[src/rtl/imm_ext_pkg.sv]
// Shared definitions for the immediate-extension stage: extension mode codes
// (also used by the main control decoder) and the output buffer state type.
package imm_ext_pkg;

  localparam logic [1:0] EXT_SEXT   = 2'b00;
  localparam logic [1:0] EXT_ZEXT   = 2'b01;
  localparam logic [1:0] EXT_UPPER  = 2'b10;
  localparam logic [1:0] EXT_BRANCH = 2'b11;

  typedef enum logic [1:0] {
    FIFO_EMPTY   = 2'b00,
    FIFO_PARTIAL = 2'b01,
    FIFO_FULL    = 2'b10
  } fifo_state_e;

endpackage

[src/rtl/imm_ext_pipe_fifo.sv]
// Circular output buffer for extended immediates; in_ready and out_valid come
// straight from the registered EMPTY/PARTIAL/FULL state.
module ext_fifo
  import imm_ext_pkg::*;
#(
  parameter int WIDTH = 32,
  parameter int DEPTH = 2
) (
  input  logic                       clk,
  input  logic                       reset,
  input  logic                       in_valid,
  output logic                       in_ready,
  input  logic [WIDTH-1:0]           in_data,
  output logic                       out_valid,
  input  logic                       out_ready,
  output logic [WIDTH-1:0]           out_data,
  output logic [$clog2(DEPTH+1)-1:0] out_count
);

  localparam int PTR_W = (DEPTH > 1) ? $clog2(DEPTH) : 1;
  localparam int CNT_W = $clog2(DEPTH + 1);
  localparam logic [PTR_W-1:0] LAST_PTR   = PTR_W'(DEPTH - 1);
  localparam logic [CNT_W-1:0] ALMOST_CNT = CNT_W'(DEPTH - 1);

  fifo_state_e      state_q, state_d;
  logic [CNT_W-1:0] count_q, count_d;
  logic [PTR_W-1:0] head_q, head_d;
  logic [PTR_W-1:0] tail_q, tail_d;
  logic [WIDTH-1:0] last_q, last_d;
  logic [WIDTH-1:0] mem_q [DEPTH];
  logic [WIDTH-1:0] mem_d [DEPTH];
  logic             push;
  logic             pop;

  assign in_ready  = (state_q != FIFO_FULL);
  assign out_valid = (state_q != FIFO_EMPTY);
  assign push      = in_valid && in_ready;
  assign pop       = out_valid && out_ready;
  assign out_count = count_q;
  // Once drained, keep presenting the last popped value rather than a stale slot.
  assign out_data  = out_valid ? mem_q[head_q] : last_q;

  always_comb begin
    mem_d   = mem_q;
    head_d  = head_q;
    tail_d  = tail_q;
    last_d  = last_q;
    count_d = count_q;
    state_d = state_q;

    if (push) begin
      mem_d[tail_q] = in_data;
      tail_d        = (tail_q == LAST_PTR) ? '0 : tail_q + PTR_W'(1);
    end
    if (pop) begin
      last_d = mem_q[head_q];
      head_d = (head_q == LAST_PTR) ? '0 : head_q + PTR_W'(1);
    end

    case ({push, pop})
      2'b10:   count_d = count_q + CNT_W'(1);
      2'b01:   count_d = count_q - CNT_W'(1);
      default: count_d = count_q;
    endcase

    case (state_q)
      FIFO_EMPTY: begin
        if (push) state_d = (DEPTH == 1) ? FIFO_FULL : FIFO_PARTIAL;
      end
      FIFO_PARTIAL: begin
        if (push && !pop && count_q == ALMOST_CNT) state_d = FIFO_FULL;
        else if (pop && !push && count_q == CNT_W'(1)) state_d = FIFO_EMPTY;
      end
      FIFO_FULL: begin
        if (pop && !push) state_d = (DEPTH == 1) ? FIFO_EMPTY : FIFO_PARTIAL;
      end
      default: state_d = FIFO_EMPTY;
    endcase
  end

  always_ff @(posedge clk) begin
    if (reset) begin
      state_q <= FIFO_EMPTY;
      count_q <= '0;
      head_q  <= '0;
      tail_q  <= '0;
      last_q  <= '0;
      for (int i = 0; i < DEPTH; i++) mem_q[i] <= '0;
    end else begin
      state_q <= state_d;
      count_q <= count_d;
      head_q  <= head_d;
      tail_q  <= tail_d;
      last_q  <= last_d;
      mem_q   <= mem_d;
    end
  end

endmodule

[src/rtl/imm_ext_pipe.sv]
// Registered immediate-extension stage: extends the decoded immediate by mode
// and queues the result for the ALU B-input mux.
module imm_ext_pipe
  import imm_ext_pkg::*;
#(
  parameter int IN_W  = 16,
  parameter int OUT_W = 32,
  parameter int DEPTH = 2
) (
  input  logic                       clk,
  input  logic                       reset,
  input  logic                       in_valid,
  output logic                       in_ready,
  input  logic [IN_W-1:0]            in_imm,
  input  logic [1:0]                 in_mode,
  output logic                       out_valid,
  input  logic                       out_ready,
  output logic [OUT_W-1:0]           out_data,
  output logic [$clog2(DEPTH+1)-1:0] out_count
);

  if (OUT_W < IN_W + 2) begin : g_bad_width
    $error("imm_ext_pipe: OUT_W must be at least IN_W + 2");
  end
  if (DEPTH < 1) begin : g_bad_depth
    $error("imm_ext_pipe: DEPTH must be at least 1");
  end

  logic [OUT_W-1:0] sext_value;
  logic [OUT_W-1:0] ext_value;

  // Branch mode reuses the sign-extended value as a word offset.
  always_comb begin
    sext_value = {{(OUT_W-IN_W){in_imm[IN_W-1]}}, in_imm};
    ext_value  = sext_value;
    case (in_mode)
      EXT_SEXT:   ext_value = sext_value;
      EXT_ZEXT:   ext_value = {{(OUT_W-IN_W){1'b0}}, in_imm};
      EXT_UPPER:  ext_value = {in_imm, {(OUT_W-IN_W){1'b0}}};
      EXT_BRANCH: ext_value = {sext_value[OUT_W-3:0], 2'b00};
      default:    ext_value = sext_value;
    endcase
  end

  ext_fifo #(
    .WIDTH(OUT_W),
    .DEPTH(DEPTH)
  ) u_ext_fifo (
    .clk      (clk),
    .reset    (reset),
    .in_valid (in_valid),
    .in_ready (in_ready),
    .in_data  (ext_value),
    .out_valid(out_valid),
    .out_ready(out_ready),
    .out_data (out_data),
    .out_count(out_count)
  );

endmodule

[config.mk]
export PLATFORM = sky130hd
export DESIGN_NAME = imm_ext_pipe
export DESIGN_NICKNAME = d
export VERILOG_FILES = /design/src/rtl/imm_ext_pkg.sv /design/src/rtl/imm_ext_pipe_fifo.sv /design/src/rtl/imm_ext_pipe.sv
export SDC_FILE = /design/constraint.sdc
export NUM_CORES = 1
export LEC_CHECK = 0
export ABC_AREA = 1
export BUFFER_PORTS_ARGS = -buffer_cell sky130_fd_sc_hd__clkbuf_2
export CAP_MARGIN = 20
export CORE_MARGIN = 4
export CORE_UTILIZATION = 63
export DETAILED_ROUTE_END_ITERATION = 10
export GPL_TIMING_DRIVEN = 0
export HOLD_SLACK_MARGIN = 0.12
export MAX_ROUTING_LAYER = met4
export PLACE_DENSITY_LB_ADDON = 0.05
export SYNTH_ARGS = -nofsm -noshare
export SYNTH_HDL_FRONTEND = slang
export SYNTH_SLANG_ARGS = --single-unit
export TNS_END_PERCENT = 20
[constraint.sdc]
create_clock -name clk -period 4.2 [get_ports clk]
set_clock_uncertainty 0.1 [all_clocks]
set_input_delay 0.42 -clock clk [delete_from_list [all_inputs] [get_ports clk]]
set_output_delay 0.42 -clock clk [all_outputs]
set_load 0.01 [all_outputs]
==> key figures <==
Timing
  • Worst rel slew slack: 0.630
  • Post-route minimum period: 2.33 ns
  • Setup TNS: 0 ns
  • Slew @ Worst Pin: 0.555 ns
  • Final setup fails: 0
  • Final critical-path share of the clock period: 0.555
  • F_max: 429 MHz
  • Final worst slack: 1.87 ns
  • Final hold vios: 0
  • Pins Over Slew Limit: 0
  • RSZ-0062 raised after global routing: no

Worst setup path
  • Critical Path End Type: primary output
  • Kind of critical path: flop to primary output
  • Worst path cell trace: buf_2 -> buf_2 -> nand2_1 -> o21ai_0 -> nand2_1 -> nand2_1 -> clkbuf_2
  • Worst reg2reg path startpoint: u_ext_fifo.state_q[1]$_SDFFE_PP0P_
  • Crit-path most repeated cell: nand2_1
  • Max Fanout on Critical Path: 10
  • Critical Path Start: u_ext_fifo.head_q$_SDFFE_PP0P_
  • CP delay by family, top: buffers and inverters
  • Critical Path AT: 1.81 ns
  • CP Data Required Time: 3.68 ns
  • Slowest CP cell: dfxtp_1
  • Reg2reg setup slack: 2.21 ns
  • Worst Path Buf+Inv: 3
  • CP peak stage delay: 0.37 ns
  • CP startpoint kind: flop

Finish
  • Layout cell share with drive strength beyond 1: 0.137
  • Number of diodes: 0
  • Nets@finish: 859
  • Fill cells: 601
  • Layout area overhead: 12.2%

Logic synthesis
  • Synth top area cells: dfxtp_1 (42%), nand2_1 (29%), a21oi_1 (5.6%)
  • Main synth FF type: dfxtp_1
  • Top-count cell post-synth: nand2_1
  • Synth Area in Adders: 0.00773
  • Mux cell area share after synthesis: 0
  • Syn Nets: 792
  • Largest family of logic cells by synthesized area: simple AND/OR/NAND/NOR gates
  • Simple-gate area share of the yosys netlist: 0.382
  • Synth top cells by count: nand2_1 (380), dfxtp_1 (102), a21oi_1 (54)
  • Mean area per synthesized cell: 6.33 sq um
  • Synth async-reset ratio: 0
  • Cell taking the most area after synthesis: dfxtp_1
  • Warnings, synthesis: 0
  • Post-synthesis sequential area ratio: 0.421
  • Post-synth EDFFs: 0
  • Post-synthesis compound-gate area fraction: 0.0992
  • Synth Area in XOR/XNOR: 0.00361
  • Synth unique cells: 23
  • Post-Synthesis Cells: 767
  • Cell area after synthesis: 4860 sq um
  • Register bit total from synthesis: 102
  • Synth top area share: 0.421

Die
  • Die W: 95.8 um
  • Core box area: 7370 sq um
  • # rows: 31
  • Die Y-Extent: 95.8 um
  • I/O Pins: 58
  • Die Area: 9180 sq um
  • Initial Utilization: 0.659

Worst hold path
  • HP Class: input port to flop
  • Critical hold path startpoint: in_imm[0]

GRT
  • Total grt overflow: 0
  • Initial antenna violation count: 0
  • Largest net degree at the start of global routing: 17
  • First-pass GRT wire length: 20900 um
  • Vias in the first global route: 4528
  • GR Util All Layers: 0.303

Place
  • GP Congestion: 0.956
  • IO Port Bufs: 56
  • DP Worst Slack: 2.28 ns
  • Dpl hpwl: 9740 um

Pwr
  • Peak supply drop: 0.182 mV
  • Leakage: 2.61 nW
  • Pwr/cell area: 373 nW/um^2

Clocking
  • Clk_lat worst skew: 0.37 ns
  • Clk Tree Root Cell: clkbuf_8
  • Post-CTS Resized: 0
  • Number of clock sinks: 102
  • Cts bufs inserted: 9
  • Max Root-Sink Buffers: 2
  • CTS tree: built
  • # H-tree levels: 3
  • CTS Hold Buffers Added: 0
  • Worst-path clk slew: 0.10 ns
  • Post-CTS setup buffer count: 0

Detailed routing
  • WL/cell: 13.7 um
  • Routed WL: 12900 um
  • DRC violations left: 0
  • DR pass1 iterations: 6
  • Vias: 5011
  • Vias per cell: 5.34
  • 1st-iter DRT viols: 272
  • Routed Antenna Nets: 0

Status
  • Outcome: completed

Flow run
  • MaxCap Viol Count: 0
[per-layer routing]
layer | vias up | share of wire | track usage | wire length [um]
li1 | 2504 | - | - | -
met1 | 2263 | 0.45 | 0.396 | 5780
met2 | 210 | 0.44 | 0.469 | 5670
met3 | 34 | 0.081 | 0.0524 | 1050
met4 | 0 | 0.030 | 0.120 | 384
met5 | - | 0 | - | 0
[worst paths after layout]
| check | cells past startpoint | endpoint |
|---|---|---|
| worst max-delay path | 7 | out_data[30] |
| worst min-delay path | 5 | u_ext_fifo.mem_q[0]$_SDFFE_PP0P_ |
| worst max register to register | 8 | u_ext_fifo.out_count[1]$_SDFFE_PP0P_ |
| worst min register to register | 2 | u_ext_fifo.mem_q[38]$_SDFFE_PP0P_ |
[power by group]
| group | internal, mW | switching (mW) |
|---|---|---|
| registers | 1.01 | 0.0235 |
| logic | 0.126 | 0.282 |
| clock network | 0.249 | 0.334 |
[tightest hold or removal path: cells and delay by family]
family	cells	cell delay (ns)
simple gates	3	0.16
buf+inv	2	0.15
[per-stage QoR]
stage	hold WS [ns]	area [sq um]	util	total power, mW	instances
floorplan	0.339	4860	-	1.33	767
CTS	0.285	5450	0.739	2.03	938
global route	0.291	5450	0.739	2.12	938
detailed placement	0.353	5260	0.714	1.46	922
global placement	0.348	5260	0.714	1.45	922
finish	0.294	5450	0.739	2.03	938
[layout make-up]
cell class | count | area (sq um) | share of cell area
timing repair buffer | 56 | 280 | 0.0515
multi-input combinational | 570 | 2390 | 0.439
clock buffer | 12 | 155 | 0.0285
inverter | 48 | 180 | 0.0331
buffer | 47 | 243 | 0.0446
sequential | 102 | 2040 | 0.375
tap | 99 | 124 | 0.0227
clock inverter | 4 | 31.3 | 0.00574
[registers in the layout, summed over array words and instances, names as in the netlist]
register	flops
u_ext_fifo.mem_q	64
u_ext_fifo.last_q	32
u_ext_fifo.out_count	2
u_ext_fifo.state_q	2
u_ext_fifo.head_q	1
u_ext_fifo.tail_q	1
[logic make-up (layout without fill, tap and decap cells)]
kind of cell             Yosys count  in the layout
XOR/XNOR                           2              2
AND/OR/NAND/NOR                  470            470
AO/OA/AOI/OAI                     95             95
buffers and inverters             95            167
adder cells (fa/ha/maj)            3              3
flip-flops                       102            102
[layout by cell type, fill, tap and decap left out, drive strengths merged]
master    instances
nand2           381
dfxtp           102
clkbuf           79
a21oi            55
nand3            50
inv              48
o21ai            39
nor2             38
buf              36
ha                3
clkinvlp          3
xor2              1
o211ai            1
xnor2             1
or2               1
clkinv            1
No activity file was read; power rests on OpenSTA's default activity.
